**src/rtl/sdp_one_clk_bwe.sv**
```systemverilog
// Single-clock simple dual-port RAM with per-byte write enables, 1/2-cycle read
// latency, selectable read-during-write behaviour and a post-reset clear sequence.
// Optional per-lane parity with error injection: define SDP_PARITY_EN.
module sdp_one_clk_bwe #(
    parameter int unsigned AW       = 4,
    parameter int unsigned DW       = 8,
    parameter int unsigned BW       = 8,
    parameter int unsigned RD_LAT   = 1,
    parameter int unsigned RDW_MODE = 0
) (
    input  logic               clk,
    input  logic               rst_n,
    input  logic               wea,
    input  logic [DW/BW-1:0]   bea,
    input  logic [AW-1:0]      addra,
    input  logic [DW-1:0]      dina,
    input  logic               reb,
    input  logic [AW-1:0]      addrb,
    output logic [DW-1:0]      doutb,
    output logic               doutb_vld,
    output logic               init_busy
`ifdef SDP_PARITY_EN
    ,
    input  logic               err_inj,
    output logic [DW/BW-1:0]   doutb_perr
`endif
);

    localparam int unsigned NB    = DW / BW;
    localparam int unsigned DEPTH = 2 ** AW;

    typedef enum logic {CLEAR, READY} state_t;

    state_t          state, state_nxt;
    logic [AW-1:0]   clr_cnt;
    logic            busy_q;
    logic [DW-1:0]   mem [DEPTH];

    logic            wr_en;
    logic [AW-1:0]   wr_addr;
    logic [DW-1:0]   wr_data;
    logic [NB-1:0]   wr_be;
    logic            rd_fire;
    logic [DW-1:0]   rd_word;
    logic [DW-1:0]   d1;
    logic            v1;

    always_ff @(posedge clk) begin
        if (!rst_n) begin
            state   <= CLEAR;
            clr_cnt <= '0;
            busy_q  <= 1'b1;
        end else begin
            state <= state_nxt;
            if (state == CLEAR)
                clr_cnt <= clr_cnt + 1'b1;
            busy_q <= (state_nxt == CLEAR);
        end
    end

    assign init_busy = busy_q;

    // The clear sequence owns the write port; user traffic is ignored until READY.
    always_comb begin
        state_nxt = state;
        wr_en     = 1'b0;
        wr_addr   = addra;
        wr_data   = dina;
        wr_be     = bea;
        rd_fire   = 1'b0;
        case (state)
            CLEAR: begin
                wr_en   = rst_n;
                wr_addr = clr_cnt;
                wr_data = '0;
                wr_be   = '1;
                if (clr_cnt == '1)
                    state_nxt = READY;
            end
            READY: begin
                wr_en   = wea & rst_n;
                rd_fire = reb & rst_n;
            end
            default: state_nxt = CLEAR;
        endcase
    end

    always_ff @(posedge clk) begin
        if (wr_en) begin
            for (int unsigned i = 0; i < NB; i++)
                if (wr_be[i])
                    mem[wr_addr][i*BW +: BW] <= wr_data[i*BW +: BW];
        end
    end

    always_comb begin
        rd_word = mem[addrb];
        if (RDW_MODE == 1 && wr_en && wr_addr == addrb) begin
            for (int unsigned i = 0; i < NB; i++)
                if (wr_be[i])
                    rd_word[i*BW +: BW] = wr_data[i*BW +: BW];
        end
    end

`ifdef SDP_PARITY_EN
    logic [NB-1:0] mem_par [DEPTH];
    logic [NB-1:0] wr_par, rd_par, rd_perr, p1;

    always_comb begin
        wr_par = '0;
        if (state == READY) begin
            for (int unsigned i = 0; i < NB; i++)
                wr_par[i] = (^dina[i*BW +: BW]) ^ err_inj;
        end
    end

    always_ff @(posedge clk) begin
        if (wr_en) begin
            for (int unsigned i = 0; i < NB; i++)
                if (wr_be[i])
                    mem_par[wr_addr][i] <= wr_par[i];
        end
    end

    always_comb begin
        rd_par = mem_par[addrb];
        if (RDW_MODE == 1 && wr_en && wr_addr == addrb) begin
            for (int unsigned i = 0; i < NB; i++)
                if (wr_be[i])
                    rd_par[i] = wr_par[i];
        end
        for (int unsigned i = 0; i < NB; i++)
            rd_perr[i] = (^rd_word[i*BW +: BW]) ^ rd_par[i];
    end
`endif

    always_ff @(posedge clk) begin
        if (!rst_n) begin
            d1 <= '0;
            v1 <= 1'b0;
`ifdef SDP_PARITY_EN
            p1 <= '0;
`endif
        end else begin
            v1 <= rd_fire;
            if (rd_fire)
                d1 <= rd_word;
`ifdef SDP_PARITY_EN
            p1 <= rd_fire ? rd_perr : '0;
`endif
        end
    end

    generate
        if (RD_LAT == 2) begin : g_lat2
            logic [DW-1:0] d2;
            logic          v2;
`ifdef SDP_PARITY_EN
            logic [NB-1:0] p2;
`endif
            always_ff @(posedge clk) begin
                if (!rst_n) begin
                    d2 <= '0;
                    v2 <= 1'b0;
`ifdef SDP_PARITY_EN
                    p2 <= '0;
`endif
                end else begin
                    v2 <= v1;
                    if (v1)
                        d2 <= d1;
`ifdef SDP_PARITY_EN
                    p2 <= v1 ? p1 : '0;
`endif
                end
            end
            assign doutb     = d2;
            assign doutb_vld = v2;
`ifdef SDP_PARITY_EN
            assign doutb_perr = p2;
`endif
        end else begin : g_lat1
            assign doutb     = d1;
            assign doutb_vld = v1;
`ifdef SDP_PARITY_EN
            assign doutb_perr = p1;
`endif
        end
    endgenerate

endmodule

```
**config.mk**
```make
export PLATFORM = sky130hd
export DESIGN_NAME = sdp_one_clk_bwe
export DESIGN_NICKNAME = d
export VERILOG_FILES = /design/src/rtl/sdp_one_clk_bwe.sv
export SDC_FILE = /design/constraint.sdc
export NUM_CORES = 1
export LEC_CHECK = 0
export BUFFER_PORTS_ARGS = -buffer_cell sky130_fd_sc_hd__buf_2
export CAP_MARGIN = 0
export CELL_PAD_IN_SITES_DETAIL_PLACEMENT = 1
export CELL_PAD_IN_SITES_GLOBAL_PLACEMENT = 1
export CORE_ASPECT_RATIO = 1.25
export CORE_UTILIZATION = 49
export DETAILED_ROUTE_END_ITERATION = 6
export PLACE_DENSITY_LB_ADDON = 0.12
export SYNTH_ARGS = -nofsm -noshare
export SYNTH_HDL_FRONTEND = slang
export SYNTH_SLANG_ARGS = --single-unit
```
**constraint.sdc**
```tcl
create_clock -name clk -period 5.9 [get_ports clk]
set_clock_uncertainty 0.1 [all_clocks]
set_input_delay 0.295 -clock clk [delete_from_list [all_inputs] [get_ports clk]]
set_output_delay 0.295 -clock clk [all_outputs]
set_load 0.02 [all_outputs]
```
==> results of run 1 <==
## cells by family (layout without fill, tap and decap cells)
logic type | count (synthesis) | after routing | synth area share (%)
fa+ha+maj | 1 | 1 | 0.224
mux | 43 | 43 | 15.0
buf+inv | 20 | 65 | 1.81
compound gates | 27 | 27 | 3.76
simple gates | 51 | 51 | 4.85
flops | 143 | 143 | 74.0
xor+xnor | 2 | 2 | 0.313
## metrics by stage
stage,util (%),area [um2],total power [W],std cells,hold WS (ns)
4_1_cts,58.3,6460,0.00232,467,0.0645
5_1_grt,58.3,6460,0.00237,467,0.0677
3_3_place_gp,52.7,5840,0.00120,437,0.372
6_report,58.3,6460,0.00231,467,0.0763
2_1_floorplan,-,5600,0.00117,287,0.373
3_5_place_dp,52.7,5840,0.00120,437,0.384
## metal layers
metal  routed length [um]  vias up  track usage (%)
li1                     -     1249                -
met4                  343        0             9.38
met5                    0        -                0
met1                 5540     1467             30.3
met3                  485       24             6.51
met2                 6650       71             39.2
## critical path: stages (launching register included)
cell	delay, ns
dfxtp_1	0.86
mux2i_1	0.33
o211ai_1	0.24
nor2_1	0.67
## worst paths after layout
path | endpoint | slack, ns | cells after the start
max | mem[0][6] | 3.32 | 3
min | doutb_vld | 0.08 | 2
max reg2reg | mem[0][6] | 3.32 | 3
min reg2reg | doutb[3] | 0.39 | 2
## area by class of cell
type	count	area share, %
clock buffers	18	6.64
clock inverters	12	2.98
inverters	4	0.232
multi-input cells	124	20.9
flip-flops and latches	143	64.2
well taps	135	2.62
repair buffers	31	2.44
## flip-flops by register name, summed over array words and instances, names as in the netlist
signal     cells
doutb_vld      1
state          1
clr_cnt        4
doutb          8
init_busy      1
mem          128
## synthesized netlist by cell type
master      n  area (um2)
nand2_1     1        3.75
buf_6       2        22.5
buf_2       6        30.0
a31oi_1     1        6.26
and3b_1     1        8.76
nor2b_1     2        12.5
clkbuf_1    6        22.5
and3_1      2        12.5
nand4b_1    1        8.76
o211ai_1   12        90.1
xnor2_1     2        17.5
edfxtp_1  128        3840
nand2b_1    2        12.5
mux4_1      2        52.6
dfxtp_1    15         300
mux4_2     30         676
mux2_2      1        11.3
o32a_1      1        10.0
a21oi_1     1        5.00
mux2i_1    10         100
nor3_1      1        5.00
a32oi_1     9        78.8
a21boi_1    1        7.51
o21ai_0     1        5.00
and4b_1     1        10.0
ha_1        1        12.5
o21a_1      1        7.51
nor2_1     19        71.3
nand3_1     8        40.0
and4_1      2        17.5
and2_1     11        68.8
inv_2       1        3.75
inv_1       3        11.3
buf_4       1        7.51
buf_1       1        3.75
## cells in the final DEF, fill, tap and decap left out, types with 2 or more instances in the layout
cell and n:
xnor2_1 2, mux4_1 2, and2_1 11, inv_1 3
o211ai_1 12, edfxtp_1 128, nand2b_1 2, nand3_1 8
clkbuf_16 17, nor2_1 19, clkinv_2 2, dfxtp_1 15
mux2i_1 10, bufinv_16 5, a32oi_1 9, mux4_2 30
and4_1 2, buf_2 30, and3_1 2, nor2b_1 2
clkinv_1 2
## power by group through the flow
stage | Sequential (W) | Clock (W) | Combinational [W]
final | 0.00111 | 0.00114 | 0.0000696
after global placement | 0.00113 | 0 | 0.0000688
after CTS | 0.00111 | 0.00115 | 0.0000711
after global routing | 0.00111 | 0.00119 | 0.0000750
after detailed placement | 0.00113 | 0 | 0.0000704
after floorplan | 0.00112 | 0 | 0.0000467
==> results.cfg, run 1 <==
[final_layout]
final_nets = 343
area_growth_pct = 15.4
multi_input_area_um2 = 1350
nFillCells = 970
regArea_um2 = 4140
antenna_cells = 0
layout-drive-gt1-share_pct = 27.1

[cts]
cts_buffers = 17
ctsRootBufferMaster = clkbuf_16
cts_resized = 0
clock_sinks = 143
htreeDepth = 4
clk_pin_slew_worst_paths_ns = 0.06
cts_tree = done
clock_latency_ns = 0.41
cts_hold_buf = 0
post_cts_buffers = 0
clk_path_buf_depth = 2

[global_routing]
grt_pass1_wl_um = 19300
grt_antenna_before_repair = 0
grt_use_total_pct = 23.9
grt-ovfl-total = 0
grt_pass1_vias = 3044
grt_max_degree = 33

[floorplanning]
die_w_um = 97.6
dieArea_um2 = 11900
core_area_um2 = 11100
initial_core_util_pct = 50.5
die_height_um = 121
placementRows = 43
io_pins = 31

[power_and_ir_drop]
comb_power_share_pct = 3.0
power_leakage_nw = 2.08
seqPwrFrac_pct = 47.8
switching_share_pct = 19.2
power_switching_w = 0.000443
ir_drop_mv = 0.250
pwr_density_cell_nw_per_um2 = 358
pwr-share-clk_pct = 49.2
power.internal_w = 0.00187

[worst_setup_path]
cp.required_ns = 5.84
cp-start-kind = register
path_class = register to register
worstSetupStartpoint = state
r2r-start = state
cp.arrival_ns = 2.52
crit_path_end_kind = register
crit_fanout = 30

[drt]
viasPerCell = 6.02
postRouteAntennaNets = 0
drt_iter0_markers = 173
firstDrtPassIters = 4
wl_per_cell_um = 27.9
wl_um = 13000
via_count = 2811
drc = 0

[worst_hold_path]
hold_class = input pin to register
hp-start = reb

[timing]
timing_max_transition_violations_final = 0
fin_crit_ns = 2.58
fin_ws_ns = 3.32
max_slew.worst_pin.slew_ns = 0.928
hold_violations = 0
slew_headroom_pct = 38.0
fmax_mhz = 387
finalSetupViolCount = 0
tns_ns = 0
rsz0062_at_grt = false
fin_crit_sh_pct = 43.8

[logic_synthesis]
synth_area_um2 = 5600
yosys_warnings = 0
synthCells = 287
syn_nets = 309
postSynthAreaPerCell_um2 = 19.5
synth_cell_types = 35
ys_seq_area_share_pct = 74.0
ys_ff_latch = 143

[placement]
io_buffers = 30
dpl.hpwl_um = 8250
gp_congestion = 0.779
pre_cts_ws_ns = 3.31

[job]
drv_cap = 0

[outcome]
status = finished, final reports clean
No activity file was read; power rests on OpenSTA's default activity.
==> run 2: changes to the inputs <==
--- a/config.mk
+++ b/config.mk
@@ -5,6 +5,7 @@
 export SDC_FILE = /design/constraint.sdc
 export NUM_CORES = 1
 export LEC_CHECK = 0
+export ABC_AREA = 1
 export BUFFER_PORTS_ARGS = -buffer_cell sky130_fd_sc_hd__buf_2
 export CAP_MARGIN = 0
 export CELL_PAD_IN_SITES_DETAIL_PLACEMENT = 1
==> constraint.sdc (replaced) <==
create_clock -name clk -period 2.5 [get_ports clk]
set_clock_uncertainty 0.1 [all_clocks]
set_input_delay 0.125 -clock clk [delete_from_list [all_inputs] [get_ports clk]]
set_output_delay 0.125 -clock clk [all_outputs]
set_load 0.02 [all_outputs]
==> results.cfg, run 2 <==
[worst_setup_path]
r2r-start = state
cp.arrival_ns = 2.17
cp-start-kind = input pin
worstSetupStartpoint = rst_n
r2r_cells = 6
crit_path_end_kind = register
rrSetupSlack_ns = 0.30
crit_path_end = mem[11][0]
crit_fanout = 12
cp.required_ns = 2.45
regToRegEndpoint = mem[1][7]
path_class = input pin to register

[floorplanning]
io_pins = 31
die_w_um = 101
initial_core_util_pct = 50.7
placementRows = 44
dieArea_um2 = 12600
die_height_um = 125
core_area_um2 = 11700

[drt]
routed-wl-met2_um = 7490
drt_iter0_markers = 319
route.met3.wl_um = 1040
wl_met1_um = 6420
firstDrtPassIters = 4
viasPerCell = 5.26
wl_per_cell_um = 20.1
wl_um = 15200
top_layer_used = met4
drc = 0
via_count = 3993
postRouteAntennaNets = 0

[final_layout]
largest_reg_flops = 128
antenna_cells = 0
layout-drive-gt1-share_pct = 13.4
largest-register = mem
fin_cells = 759
final_common_cell = nand2_1
layout_common_cells = 205 x nand2_1, 128 x edfxtp_1, 106 x nand3_1
final_nets = 607
area_growth_pct = 13.9

[timing]
timing_max_transition_violations_final = 0
hold_violations = 0
tns_ns = 0
slew_headroom_pct = 46.1
fin_crit_sh_pct = 88.9
rsz0062_at_grt = false
fin_crit_ns = 2.22
max_slew.worst_pin.slew_ns = 0.806
finalSetupViolCount = 0
fmax_mhz = 450

[power_and_ir_drop]
ir_drop_mv = 0.417
seqPwrFrac_pct = 49.5
switching_share_pct = 21.7
comb_power_share_pct = 5.1
power_switching_w = 0.00114
pwr-share-clk_pct = 45.4
power.internal_w = 0.00412
pwr_density_cell_nw_per_um2 = 778
power_leakage_nw = 2.72

[logic_synthesis]
ys_seq_area_share_pct = 69.7
synth_top_cell_by_area = edfxtp_1
synth_top_area_share_pct = 64.7
synth_cell_types = 21
synth_area_um2 = 5940
syn_nets = 566
postSynthAreaPerCell_um2 = 10.9
async_reset_ff_share_pct = 0
synthFlopType = edfxtp_1
synth_common_cells = 205 x nand2_1, 128 x edfxtp_1, 106 x nand3_1, 24 x nor2_1, 20 x inv_1
synth_edf_count = 128
ys_ff_latch = 143
yosys_warnings = 0
yosysMostFrequentCell = nand2_1
synthCells = 544
yosys-top-cells-area = edfxtp_1 65%, nand2_1 13%, nand3_1 8.9%, dfxtp_1 5.1%, buf_6 2.1%

[global_routing]
grt_pass1_wl_um = 23600
grt_use_total_pct = 26.3
grt_max_degree = 65
grt-ovfl-total = 0
grt_pass1_vias = 4375
grt_antenna_before_repair = 0

[placement]
dp_cells = 726
gp_congestion = 0.864
dpl.hpwl_um = 9840
io_buffers = 30

[cts]
cts_resized = 0
clk_path_buf_depth = 2
ctsRootBufferMaster = clkbuf_16
clock_sinks = 143
htreeDepth = 4
clock_latency_ns = 0.42
clk_pin_slew_worst_paths_ns = 0.06
cts_tree = done
cts_buffers = 17

[outcome]
status = finished, final reports clean

[worst_hold_path]
hold_class = input pin to register

[job]
drv_cap = 0
[run 2: what timing repair did]
item,4_1_cts,5_1_grt
hold endpoints to repair,1,0
hold buffers,1,0
buffers inserted,0,0
[run 2: power groups by stage]
| stage | Sequential (W) | Clock [W] | Combinational, W |
|---|---|---|---|
| 2_1_floorplan | 0.00265 | 0 | 0.000197 |
| 3_3_place_gp | 0.00266 | 0 | 0.000256 |
| 3_5_place_dp | 0.00266 | 0 | 0.000264 |
| 4_1_cts | 0.00261 | 0.00241 | 0.000270 |
| 5_1_grt | 0.00261 | 0.00249 | 0.000300 |
| 6_report | 0.00261 | 0.00239 | 0.000269 |
[run 2: final cells by class]
type | count | area, um2
multi-input cells | 350 | 1480
repair buffers | 49 | 295
clock buffers | 19 | 433
clock inverters | 13 | 123
inverters | 24 | 90.1
fillers | 1286 | 4960
well taps | 161 | 201
flip-flops and latches | 143 | 4140
[run 2: worst min path at each step]
stage	startpoint	endpoint	slack [ns]	cells past startpoint
3_5_place_dp	doutb[2]	doutb[2]	0.36	2
5_1_grt	dina[5]	mem[5][5]	0.05	3
6_report	addrb[3]	doutb[2]	0.02	5
2_1_floorplan	rst_n	clr_cnt[0]	0.20	2
3_3_place_gp	doutb[0]	doutb[0]	0.36	2
4_1_cts	dina[6]	mem[5][6]	0.01	3
[run 2: logic make-up (layout without fill, tap and decap cells)]
family	Yosys count	count (layout)	share of synthesized area, %
simple gates	341	341	24.0
flops	143	143	69.7
buf+inv	51	105	5.33
compound gates	8	8	0.716
fa+ha+maj	1	1	0.210
[run 2: layer usage]
metal	global-route usage, %	up-vias
met4	12.4	0
met1	33.7	1906
li1	-	1930
met3	6.15	19
met5	0	-
met2	42.1	138
[run 2: stage by stage]
step	utilization (%)	worst slack (ns)	area, um2	hold slack, ns	total power [W]
final	57.7	0.277	6770	0.0213	0.00527
after global routing	57.7	0.119	6770	0.0451	0.00540
after CTS	57.7	0.291	6770	0.0135	0.00529
after detailed placement	52.9	0.305	6200	0.365	0.00292
after global placement	52.9	0.394	6200	0.363	0.00291
after floorplan	-	0.761	5940	0.197	0.00285
[run 2: worst max-delay path: stages]
cell and delay [ns]:
dlygate4sd3_1 0.52, buf_2 0.27, inv_1 0.14, a21oi_1 0.27, nand3_1 0.21, nor2_1 0.64
==> run 3: changes to the inputs <==
--- a/config.mk
+++ b/config.mk
@@ -10,9 +10,10 @@
 export CAP_MARGIN = 0
 export CELL_PAD_IN_SITES_DETAIL_PLACEMENT = 1
 export CELL_PAD_IN_SITES_GLOBAL_PLACEMENT = 1
-export CORE_ASPECT_RATIO = 1.25
+export CORE_MARGIN = 10
 export CORE_UTILIZATION = 49
 export DETAILED_ROUTE_END_ITERATION = 6
+export HOLD_SLACK_MARGIN = 0.03
 export PLACE_DENSITY_LB_ADDON = 0.12
 export SYNTH_ARGS = -nofsm -noshare
 export SYNTH_HDL_FRONTEND = slang
==> results.cfg, run 3 (synthesized netlist as in run 2, its figures left out) <==
[outcome]
status = finished, final reports clean

[floorplanning]
placementRows = 40
die_height_um = 130
dieArea_um2 = 16900
io_pins = 31
initial_core_util_pct = 49.7
die_w_um = 130
core_area_um2 = 12000

[final_layout]
nFillCells = 1259
layout-drive-gt1-share_pct = 13.8
antenna_cells = 0
layout_common_cells = 205 x nand2_1, 128 x edfxtp_1, 106 x nand3_1
area_growth_pct = 14.5
largest_reg_flops = 128
final_common_cell = nand2_1
final_nets = 610
largest-register = mem
final_area_um2 = 6810

[timing]
fmax_mhz = 425
max_slew.worst_pin.slew_ns = 0.843
slew_headroom_pct = 43.6
fin_crit_sh_pct = 94.0
tns_ns = 0
timing_max_transition_violations_final = 0
fin_crit_ns = 2.35
rsz0062_at_grt = false
finalSetupViolCount = 0
hold_violations = 0

[placement]
io_buffers = 30
gp_congestion = 0.832
placed_area_um2 = 6210
dpl.hpwl_um = 10500

[worst_setup_path]
cp-start-kind = register
r2r-start = state
regToRegEndpoint = mem[10][1]
cpPeakStageDelay_ns = 0.69
path_buf_inv = 1
r2r_cells = 4
critical_path_depth = 4
worstPathCellList = inv_2 -> o21ai_0 -> nand2_1 -> nor2_1
critPathTopFamily = simple AND/OR/NAND/NOR gates
crit_slowest_cell = nor2_1
cp.required_ns = 2.45
crit_path_end = mem[10][1]
crit_path_end_kind = register
crit_fanout = 10
worstSetupStartpoint = state
path_class = register to register
rrSetupSlack_ns = 0.15
cp.arrival_ns = 2.30

[drt]
firstDrtPassIters = 5
wl_per_cell_um = 21.2
viasPerCell = 5.49
drc = 0
wl_um = 15800
via_count = 4109
drt_iter0_markers = 296
postRouteAntennaNets = 0

[power_and_ir_drop]
ir_drop_mv = 0.538
power.total_w = 0.00531
power_leakage_nw = 2.74
pwr_density_cell_nw_per_um2 = 779

[global_routing]
grt_max_degree = 65
grt_antenna_before_repair = 0
grt_use_total_pct = 19.9
grt-ovfl-total = 0
grt_pass1_vias = 4300
grt_pass1_wl_um = 24400

[cts]
clock_latency_ns = 0.42
clk_path_buf_depth = 2
cts_tree = done
htreeDepth = 4
clock_sinks = 143
ctsRootBufferMaster = clkbuf_16
cts_resized = 0
clk_pin_slew_worst_paths_ns = 0.06
cts_buffers = 17

[worst_hold_path]
hold_class = input pin to register

[job]
drv_cap = 0
==> run 3: through the flow <==
step / std cells / util (%) / worst slack, ns / hold slack (ns)
final: 748 / 56.9 / 0.150 / 0.0834
after global routing: 748 / 56.9 / 0.0238 / 0.0905
after CTS: 748 / 56.9 / 0.200 / 0.0590
after detailed placement: 713 / 51.9 / 0.233 / 0.362
after global placement: 713 / 51.9 / 0.356 / 0.360
after floorplan: 544 / - / 0.761 / 0.197
==> run 3: how the worst min path moves through the flow <==
stage,cells after the start,from,to,slack [ns]
finish,4,reb,doutb[4],0.08
global route,4,reb,doutb[6],0.09
CTS,4,reb,doutb[2],0.06
detailed placement,2,doutb[6],doutb[6],0.36
global placement,2,doutb[4],doutb[4],0.36
floorplan,2,rst_n,clr_cnt[0],0.20
==> run 3: repair_timing <==
| item | CTS | global route |
|---|---|---|
| hold buffers | 3 | 0 |
| setup buffers | 0 | 0 |
| hold endpoints to repair | 14 | 0 |
==> run 3: where the power goes <==
part	internal, W	switching [W]
Combinational	0.0000813	0.000192
Sequential	0.00260	0.0000114
Clock	0.00146	0.000967
Total	0.00414	0.00117
==> run 3: layout make-up <==
class | count | area (um2) | share of cell area [%]
clock buffer | 17 | 425 | 6.25
sequential | 143 | 4140 | 60.9
clock inverter | 15 | 146 | 2.15
timing repair buffer | 52 | 335 | 4.93
tap | 147 | 184 | 2.70
inverter | 24 | 90.1 | 1.32
multi-input combinational | 350 | 1480 | 21.8
==> run 3: per-layer routing <==
layer	vias up	track usage [%]	share of wire, %
met5	-	0	0
met4	0	8.40	2.2
met3	29	5.11	4.8
met2	111	34.0	51
met1	2031	23.3	42
li1	1938	-	-
==> run 3: tightest hold or removal path, delay by kind of cell <==
kind                   cells  cell delay [ns]
buffers and inverters      1             0.10
AND/OR/NAND/NOR            3             0.35
